**src/rtl/svi_arb_pkg.sv**
```systemverilog
// rtl/svi_arb_pkg.sv - shared types, constants and round-robin pick function for the write arbiter
package svi_arb_pkg;

  localparam int MAX_REQ = 8;
  localparam int OWNER_W = 3;

  typedef enum logic [1:0] {
    IDLE  = 2'd0,
    GRANT = 2'd1,
    TURN  = 2'd2
  } arb_state_t;

  // First set request bit at or above ptr, wrapping. Bits above N_REQ are
  // expected to be zero, so wrapping modulo MAX_REQ matches wrapping modulo
  // N_REQ. Returns ptr when nothing is requested.
  function automatic logic [OWNER_W-1:0] rr_pick(input logic [MAX_REQ-1:0] req,
                                                 input logic [OWNER_W-1:0] ptr);
    logic [OWNER_W-1:0] idx;
    logic               found;
    rr_pick = ptr;
    found   = 1'b0;
    for (int i = 0; i < MAX_REQ; i++) begin
      idx = ptr + OWNER_W'(i);
      if (req[idx] && !found) begin
        rr_pick = idx;
        found   = 1'b1;
      end
    end
  endfunction

endpackage

```
**src/rtl/svi_write_arbiter_if.sv**
```systemverilog
// rtl/svi_write_arbiter_if.sv - request/grant and shared x/y bus between requesters and the arbiter
interface svi_write_arbiter_if
  import svi_arb_pkg::*;
#(
  parameter int N_REQ = 4
);

  logic [N_REQ-1:0]   i_req;
  logic [N_REQ-1:0]   i_x;
  logic [N_REQ-1:0]   i_y;
  logic [N_REQ-1:0]   o_gnt;
  logic               o_x;
  logic               o_y;
  logic [OWNER_W-1:0] o_owner;
  logic               o_busy;

  // Requester side drives requests and data, observes grant and shared bus.
  modport master (
    output i_req, i_x, i_y,
    input  o_gnt, o_x, o_y, o_owner, o_busy
  );

  // Arbiter side.
  modport slave (
    input  i_req, i_x, i_y,
    output o_gnt, o_x, o_y, o_owner, o_busy
  );

endinterface

```
**src/rtl/svi_arb_rr_pick.sv**
```systemverilog
// rtl/svi_arb_rr_pick.sv - combinational round-robin winner picker
module svi_arb_rr_pick
  import svi_arb_pkg::*;
#(
  parameter int N_REQ = 4
) (
  input  logic [N_REQ-1:0]   req,
  input  logic [OWNER_W-1:0] ptr,
  output logic [OWNER_W-1:0] winner,
  output logic               valid
);

  logic [MAX_REQ-1:0] req_ext;

  assign req_ext = MAX_REQ'(req);
  assign winner  = rr_pick(req_ext, ptr);
  assign valid   = |req;

endmodule

```
**src/rtl/svi_write_arbiter.sv**
```systemverilog
// rtl/svi_write_arbiter.sv - round-robin write arbiter for shared x/y members; optional hold timeout via SVI_ARB_TIMEOUT_EN
module svi_write_arbiter
  import svi_arb_pkg::*;
#(
  parameter int N_REQ    = 4,
  parameter int HOLD_MAX = 8
) (
  input  logic               i_sclk,
  input  logic               i_srst,
  svi_write_arbiter_if.slave bus
);

  arb_state_t         state_q, state_d;
  logic [OWNER_W-1:0] ptr_q, ptr_d;
  logic [OWNER_W-1:0] owner_q, owner_d;
  logic [N_REQ-1:0]   gnt_q, gnt_d;
  logic               x_q, x_d;
  logic               y_q, y_d;
  logic               busy_q, busy_d;

  logic [MAX_REQ-1:0] req_ext;
  logic [MAX_REQ-1:0] x_ext;
  logic [MAX_REQ-1:0] y_ext;
  logic [OWNER_W-1:0] win_idx;
  logic               win_valid;
  logic               hold_expired;

  // Widen to MAX_REQ so the 3-bit owner index can address them directly.
  assign req_ext = MAX_REQ'(bus.i_req);
  assign x_ext   = MAX_REQ'(bus.i_x);
  assign y_ext   = MAX_REQ'(bus.i_y);

  svi_arb_rr_pick #(
    .N_REQ (N_REQ)
  ) u_pick (
    .req    (bus.i_req),
    .ptr    (ptr_q),
    .winner (win_idx),
    .valid  (win_valid)
  );

`ifdef SVI_ARB_TIMEOUT_EN
  logic [7:0] hold_q, hold_d;

  // Hold counter: zero while idle so it is clear on GRANT entry, counts GRANT cycles.
  always_comb begin
    hold_d = hold_q;
    if (state_q == IDLE) begin
      hold_d = 8'd0;
    end else if (state_q == GRANT) begin
      hold_d = hold_q + 8'd1;
    end
  end

  // The edge that would start cycle HOLD_MAX+1 of the grant revokes it instead.
  assign hold_expired = ((9'(hold_q) + 9'd1) >= 9'(HOLD_MAX));

  // Hold counter register.
  always_ff @(posedge i_sclk) begin
    if (i_srst) begin
      hold_q <= 8'd0;
    end else begin
      hold_q <= hold_d;
    end
  end
`else
  logic [7:0] unused_hold_max;
  assign unused_hold_max = 8'(HOLD_MAX);
  assign hold_expired    = 1'b0;
`endif

  // Next-state and registered-output computation for the arbitration FSM.
  always_comb begin
    state_d = state_q;
    ptr_d   = ptr_q;
    owner_d = owner_q;
    gnt_d   = gnt_q;
    x_d     = x_q;
    y_d     = y_q;
    busy_d  = busy_q;
    case (state_q)
      IDLE: begin
        if (win_valid) begin
          state_d = GRANT;
          owner_d = win_idx;
          busy_d  = 1'b1;
          ptr_d   = (win_idx == OWNER_W'(N_REQ - 1)) ? '0 : win_idx + OWNER_W'(1);
          for (int i = 0; i < N_REQ; i++) begin
            gnt_d[i] = (win_idx == OWNER_W'(i));
          end
        end
      end
      GRANT: begin
        x_d = x_ext[owner_q];
        y_d = y_ext[owner_q];
        if (!req_ext[owner_q] || hold_expired) begin
          state_d = TURN;
          gnt_d   = '0;
          busy_d  = 1'b0;
        end
      end
      TURN: begin
        state_d = IDLE;
      end
      default: begin
        state_d = IDLE;
        gnt_d   = '0;
        busy_d  = 1'b0;
      end
    endcase
  end

  // FSM state and output registers; reset wins over everything, including mid-grant.
  always_ff @(posedge i_sclk) begin
    if (i_srst) begin
      state_q <= IDLE;
      ptr_q   <= '0;
      owner_q <= '0;
      gnt_q   <= '0;
      x_q     <= 1'b0;
      y_q     <= 1'b1;
      busy_q  <= 1'b0;
    end else begin
      state_q <= state_d;
      ptr_q   <= ptr_d;
      owner_q <= owner_d;
      gnt_q   <= gnt_d;
      x_q     <= x_d;
      y_q     <= y_d;
      busy_q  <= busy_d;
    end
  end

  assign bus.o_gnt   = gnt_q;
  assign bus.o_x     = x_q;
  assign bus.o_y     = y_q;
  assign bus.o_owner = owner_q;
  assign bus.o_busy  = busy_q;

endmodule

```
**src/flat_wrapper.sv**
```systemverilog
// flat-port wrapper written by rule: the top's interface ports become plain ports
module svi_write_arbiter_flat import svi_arb_pkg::*;
#(
  parameter int N_REQ    = 4,
  parameter int HOLD_MAX = 8
)
  (i_sclk, i_srst, bus_i_req, bus_i_x, bus_i_y, bus_o_gnt, bus_o_x, bus_o_y, bus_o_owner, bus_o_busy);
  svi_write_arbiter_if #(.N_REQ(N_REQ)) bus_i ();
  input  logic i_sclk;
  input  logic i_srst;
  input wire logic [$bits(bus_i.i_req)-1:0] bus_i_req;
  input wire logic [$bits(bus_i.i_x)-1:0] bus_i_x;
  input wire logic [$bits(bus_i.i_y)-1:0] bus_i_y;
  output wire logic [$bits(bus_i.o_gnt)-1:0] bus_o_gnt;
  output wire logic [$bits(bus_i.o_x)-1:0] bus_o_x;
  output wire logic [$bits(bus_i.o_y)-1:0] bus_o_y;
  output wire logic [$bits(bus_i.o_owner)-1:0] bus_o_owner;
  output wire logic [$bits(bus_i.o_busy)-1:0] bus_o_busy;
  assign bus_i.i_req = bus_i_req;
  assign bus_i.i_x = bus_i_x;
  assign bus_i.i_y = bus_i_y;
  assign bus_o_gnt = bus_i.o_gnt;
  assign bus_o_x = bus_i.o_x;
  assign bus_o_y = bus_i.o_y;
  assign bus_o_owner = bus_i.o_owner;
  assign bus_o_busy = bus_i.o_busy;
  svi_write_arbiter #(.N_REQ(N_REQ), .HOLD_MAX(HOLD_MAX)) u_core (.i_sclk(i_sclk), .i_srst(i_srst), .bus(bus_i));
endmodule
```
**config.mk**
```make
export PLATFORM = sky130hd
export DESIGN_NAME = svi_write_arbiter_flat
export DESIGN_NICKNAME = d
export VERILOG_FILES = /design/src/rtl/svi_arb_pkg.sv /design/src/rtl/svi_write_arbiter_if.sv /design/src/rtl/svi_arb_rr_pick.sv /design/src/rtl/svi_write_arbiter.sv /design/src/flat_wrapper.sv
export SDC_FILE = /design/constraint.sdc
export NUM_CORES = 1
export LEC_CHECK = 0
export CORE_MARGIN = 5
export CORE_UTILIZATION = 53
export DETAILED_ROUTE_END_ITERATION = 16
export GPL_TIMING_DRIVEN = 0
export HOLD_SLACK_MARGIN = 0.02
export PLACE_DENSITY = 0.8
export SETUP_SLACK_MARGIN = 0.3
export SLEW_MARGIN = 30
export SYNTH_ARGS = -nofsm -noshare
export SYNTH_HDL_FRONTEND = slang
export SYNTH_HIERARCHICAL = 1
export SYNTH_SLANG_ARGS = --single-unit
```
**constraint.sdc**
```tcl
create_clock -name i_sclk -period 4.1 [get_ports i_sclk]
set_clock_uncertainty 0.05 [all_clocks]
set_input_delay 0.615 -clock i_sclk [delete_from_list [all_inputs] [get_ports i_sclk]]
set_output_delay 0.615 -clock i_sclk [all_outputs]
set_load 0.03 [all_outputs]
```
==> results.toml, run 1 <==
[outcome]
status = "complete, no violations"

[logic_synthesis]
yosysWarningCount = 6
yosysSeqAreaShare_pct = 21.5
synthArstFlopShare_pct = 0
synth_flop_cell = "dfxtp_1"
syn-cell-area_um2 = 1390
synth_area_per_cell_um2 = 8.35
syn_inst = 167
synth_cell_types = 49
ys_ff_latch = 15
synthesis.nets = 187
synth_edf_count = 0

[placement]
dp_hpwl_mm = 2.86
portBuffers = 23
gp_congestion = 0.885
placed_area_um2 = 1660

[detailed_routing]
dr.first_iter.drc_count = 110
drc = 0
antenna_left = 0
vias_per_cell = 6.23
wire_per_inst_um = 16.4
first_pass_iters = 6
wl_mm = 3.67
vias = 1395

[global_routing]
grt_use_total_pct = 21.0
grt_pass1_wl_mm = 6.06
grt_pass1_vias = 1345
grt_antenna_before_repair = 0
grt_max_degree = 11
grt-ovfl-total = 0

[critical_path]
r2r_slack_ps = 490
path_delay_family = "compound AO/OA/AOI/OAI gates"
start_kind = "flip-flop"
path_cells = "buf_6, clkbuf_4, inv_1, ha_1, clkbuf_2, mux4_2, a211oi_2, and2_1, o21ai_2, o2111ai_2, xnor2_1, inv_1, ha_1, nand3_1, a21oi_1"
cp_max_fo = 10
r2r_cells = 15
cp.depth = 15
cp_data_arrival_time_ps = 3780
cpPeakStageDelay_ps = 440
cp-end-kind = "flip-flop"
cp.required_ps = 4260
crit_buf_inv = 5
slowest_stage = "mux4_2"
crit_type = "reg -> reg"

[die]
die_area_um2 = 3760
die-width_um = 61.3
die_y_um = 61.3
core_area_um2 = 2500
ios = 24
initial_utilization_pct = 55.8
num_rows = 18

[hold_path]
holdPathStages = 2
min-delay-path-class = "reg -> reg"

[power]
powerDensity_nw_per_um2 = 628
leakage_nw = 0.641
vdd_drop_max_uv = 469

[sta]
timing.final.crit_share_pct = 88.2
maxSlewHeadroom_pct = 67.1
final-hold-violation-count = 0
period_minus_slack_ps = 3610
finalSetupTns_ps = 0
setup_viol = 0
clock.fmax_ghz = 0.277
rsz0062_at_grt = "no"
drv_slew = 0
worst_pin_slew_ps = 490

[layout]
diodes = 0
fin_area_um2 = 1700
num-nets-final = 215
area_growth_pct = 21.6
layout_common_cells = "nand2_1, clkdlybuf4s50_1, dfxtp_1, a21oi_1, inv_1"
final_common_cell = "nand2_1"
drive_above_1_share_pct = 15.5

[run]
max-cap-violations = 0

[clocking]
cts_root_buffer = "clkbuf_4"
clock_latency_ps = 280
cts_buffers = 3
clock_sinks = 15
htreeDepth = 1
clkSlewWorstSetupHoldPaths_ps = 90
cts_tree = "done"
clockBufferDepth = 2
post-cts-setup-buffer-count = 0
cts_hold_buf = 0
==> cell type report <==
type                            instances  area (µm²)
Tap cell                               30        37.5
Fill cell                             200         805
Clock inverter                          1        5.00
Multi-Input combinational cell        132        1000
Sequential cell                        15         302
Clock buffer                            3        22.5
Buffer                                 11        60.1
Timing Repair Buffer                   23         230
Inverter                                9        33.8
==> power breakdown <==
group          internal, W  total [W]  leakage (nW)  switching (W)
combinational     0.000316   0.000743         0.500       0.000427
sequential        0.000192   0.000237         0.123      0.0000458
clock            0.0000362  0.0000843        0.0177      0.0000481
total             0.000544    0.00106         0.641       0.000521
==> per-layer routing <==
layer	vias to the layer above	global-route usage, %	part of all wire, %
met5	-	0	0
met4	0	5.88	1.4
met3	6	2.52	4.5
met2	52	37.0	54
met1	663	26.8	40
li1	674	-	-
==> registers in the layout (all words and copies together), names as in the netlist <==
name / count
u_core/bus.o_busy: 1
u_core/bus.o_gnt: 4
u_core/bus.o_owner: 3
u_core/bus.o_x: 1
u_core/bus.o_y: 1
u_core/ptr_q: 3
u_core/state_q: 2
==> path summary, 6_finish.rpt <==
check | from | end
worst max-delay path | u_core/ptr_q[0] | u_core/ptr_q[1]
worst min-delay path | u_core/ptr_q[2] | u_core/ptr_q[2]
worst max register to register | u_core/ptr_q[0] | u_core/ptr_q[1]
worst min register to register | u_core/ptr_q[2] | u_core/ptr_q[2]
==> cells in the mapped netlist (all sizes together) (2+ instances only) <==
master	number	area, µm²
nor2	7	26.3
ha	6	75.1
o21ai	7	42.5
o311ai	2	17.5
clkbuf	6	23.8
a21oi	11	55.1
nor3b	5	42.5
mux2i	2	20.0
nand3	4	20.0
a211oi	2	20.0
mux4	6	139
or2	2	12.5
nand3b	5	37.5
nand2	24	90.1
o211a	2	20.0
a31oi	3	18.8
nand2b	5	31.3
inv	9	33.8
dfxtp	15	300
nor3	6	35.0
a21o	2	15.0
a32oi	2	17.5
a22oi	3	22.5
and2	3	18.8
o2bb2ai	4	35.0
xor2	2	17.5
buf	5	31.3
mux2	3	33.8
==> worst min-delay path, delay by kind of cell, from the launching register on <==
family	cells	cell delay (ps)
flops	1	320
compound gates	1	50
simple gates	1	50
==> metrics by stage <==
step                      setup WS, ps  total power (W)  util, %  cells  hold WS [ps]
after floorplan                    733         0.000769        -    167           386
after global placement             272         0.000947     66.5    220           400
after detailed placement           152         0.000966     66.5    220           419
after CTS                          309          0.00106     67.6    224           432
after global routing               302          0.00115     67.8    224           467
final                              486          0.00106     67.8    224           421
==> cells by family after synthesis <==
kind of cell             after synthesis  synth area share [%]
adder cells (fa/ha/maj)                6                  5.39
flip-flops                            15                  21.5
AO/OA/AOI/OAI                         48                  26.9
buffers and inverters                 20                  6.37
multiplexers                          11                  13.8
AND/OR/NAND/NOR                       64                  24.1
XOR/XNOR                               3                  1.89
==> what timing repair did <==
item                       CTS  global route
pin swaps                    0             0
gates resized for setup      1             4
setup endpoints to repair    6             6
Power figures use the tool's default switching activity.
==> run 2, diff against run 1 <==
- CORE_UTILIZATION: 53 -> 55
- PLACE_DENSITY: 0.8 -> 0.83
- TNS_END_PERCENT: default -> 1
- clock period: 4.1 -> 4.65 ns (I/O delays scaled with it)
==> run 2 against run 1 <==
Net effect: flip-flop and latch count stayed put; utilization is 1.0 points higher; die area is 3.0% lower; final area is 0.30% lower; sequential share of layout area hardly changed; wire length hardly changed.
==> results.toml, run 2 (synthesized netlist as in run 1, its figures left out) <==
[outcome]
status = "complete, no violations"

[layout]
area_growth_pct = 21.3
layout_common_cells = "nand2_1, clkdlybuf4s50_1, dfxtp_1, a21oi_1, inv_1"
drive_above_1_share_pct = 14.4
diodes = 0
fillers = 207
fin_util_pct = 68.9
num-nets-final = 215
largest_reg_flops = 4
final_common_cell = "nand2_1"

[global_routing]
grt_max_degree = 11
grt_antenna_before_repair = 0
grt_pass1_wl_mm = 6.09
grt_pass1_vias = 1327
grt_use_total_pct = 21.8
grt-ovfl-total = 0

[sta]
whs_ps = 412
clock.fmax_ghz = 0.259
maxSlewHeadroom_pct = 60.4
timing.final.crit_share_pct = 83.1
period_minus_slack_ps = 3860
final-hold-violation-count = 0
drv_slew = 0
setup_viol = 0
worst_pin_slew_ps = 589
finalSetupTns_ps = 0
rsz0062_at_grt = "no"
layout_setup_ws_ps = 788

[power]
vdd_drop_max_uv = 473
powerDensity_nw_per_um2 = 553
leakage_nw = 0.638

[die]
initial_utilization_pct = 56.8
num_rows = 18
ios = 24
die_y_um = 60.3
core_area_um2 = 2450
die-width_um = 60.3
die_area_um2 = 3640

[critical_path]
crit_type = "reg -> reg"
cp_data_arrival_time_ps = 4020
cp-end-kind = "flip-flop"
path_cells = "clkbuf_2, inv_1, ha_1, clkbuf_1, mux4_2, a211oi_2, and2_1, o21ai_2, o2111ai_2, xnor2_1, inv_1, ha_1, nand3_1, a21oi_1"
start_kind = "flip-flop"
cpPeakStageDelay_ps = 490
cp_max_fo = 10
cp.required_ps = 4810
slowest_stage = "mux4_2"

[clocking]
clockBufferDepth = 2
cts_hold_buf = 0
cts_buffers = 3
post-cts-setup-buffer-count = 0
cts_tree = "done"
clock_sinks = 15
clkSlewWorstSetupHoldPaths_ps = 80
htreeDepth = 1
cts_root_buffer = "clkbuf_4"
clock_latency_ps = 280
cts_resized = 0

[detailed_routing]
vias = 1418
dr.first_iter.drc_count = 85
vias_per_cell = 6.33
wl_mm = 3.67
wire_per_inst_um = 16.4
first_pass_iters = 6
antenna_left = 0
drc = 0

[placement]
gp_congestion = 0.880
portBuffers = 23
place_ws_ps = 708
dp_hpwl_mm = 2.83

[hold_path]
min-delay-path-class = "reg -> reg"

[run]
max-cap-violations = 0
-- run 2: final timing paths --
check                   from         endpoint  slack, ps  depth (start not counted)
min          u_core/ptr_q[2]  u_core/ptr_q[2]        410                          2
max reg2reg  u_core/ptr_q[1]  u_core/ptr_q[1]        790                         14
max          u_core/ptr_q[1]  u_core/ptr_q[1]        790                         14
min reg2reg  u_core/ptr_q[2]  u_core/ptr_q[2]        410                          2
-- run 2: per-layer routing --
metal / track usage, % / wire [µm] / vias to the layer above
li1: - / - / 680
met1: 30.1 / 1600 / 669
met2: 35.6 / 1790 / 65
met3: 1.28 / 243 / 4
met4: 8.23 / 32 / 0
met5: 0 / 0 / -
-- run 2: metrics by stage --
stage / instances / total power [W] / instance area [µm²]
after floorplan: 167 / 0.000678 / 1390
after global placement: 220 / 0.000833 / 1660
after detailed placement: 220 / 0.000850 / 1660
after CTS: 224 / 0.000930 / 1690
after global routing: 224 / 0.00101 / 1690
final: 224 / 0.000934 / 1690
-- run 2: critical path: cells and delay by family (launching register included) --
family                     cells  cell delay [ps]
buffers and inverters          4              870
muxes                          1              490
xor gates and xnor gates       1              240
adders and majority gates      2              620
AOI/OAI and AO/OA              4              800
and+or+nand+nor                2              280
DFF                            1              460
-- run 2: report_power, final --
part           total (W)  internal [W]  switching (W)  leakage (nW)
clock network  0.0000725     0.0000319      0.0000405        0.0177
logic           0.000651      0.000276       0.000375         0.497
registers       0.000211      0.000169      0.0000427         0.123
total           0.000934      0.000476       0.000458         0.638
-- run 2: area by class of cell --
| type | instances | area (µm²) | share of cell area [%] |
|---|---|---|---|
| timing repair buffer | 23 | 230 | 13.6 |
| inverter | 9 | 33.8 | 2.00 |
| sequential | 15 | 300 | 17.8 |
| tap | 30 | 37.5 | 2.22 |
| clock buffer | 3 | 22.5 | 1.33 |
| multi-input combinational | 132 | 1000 | 59.4 |
| clock inverter | 1 | 5.00 | 0.296 |
| buffer | 11 | 56.3 | 3.33 |
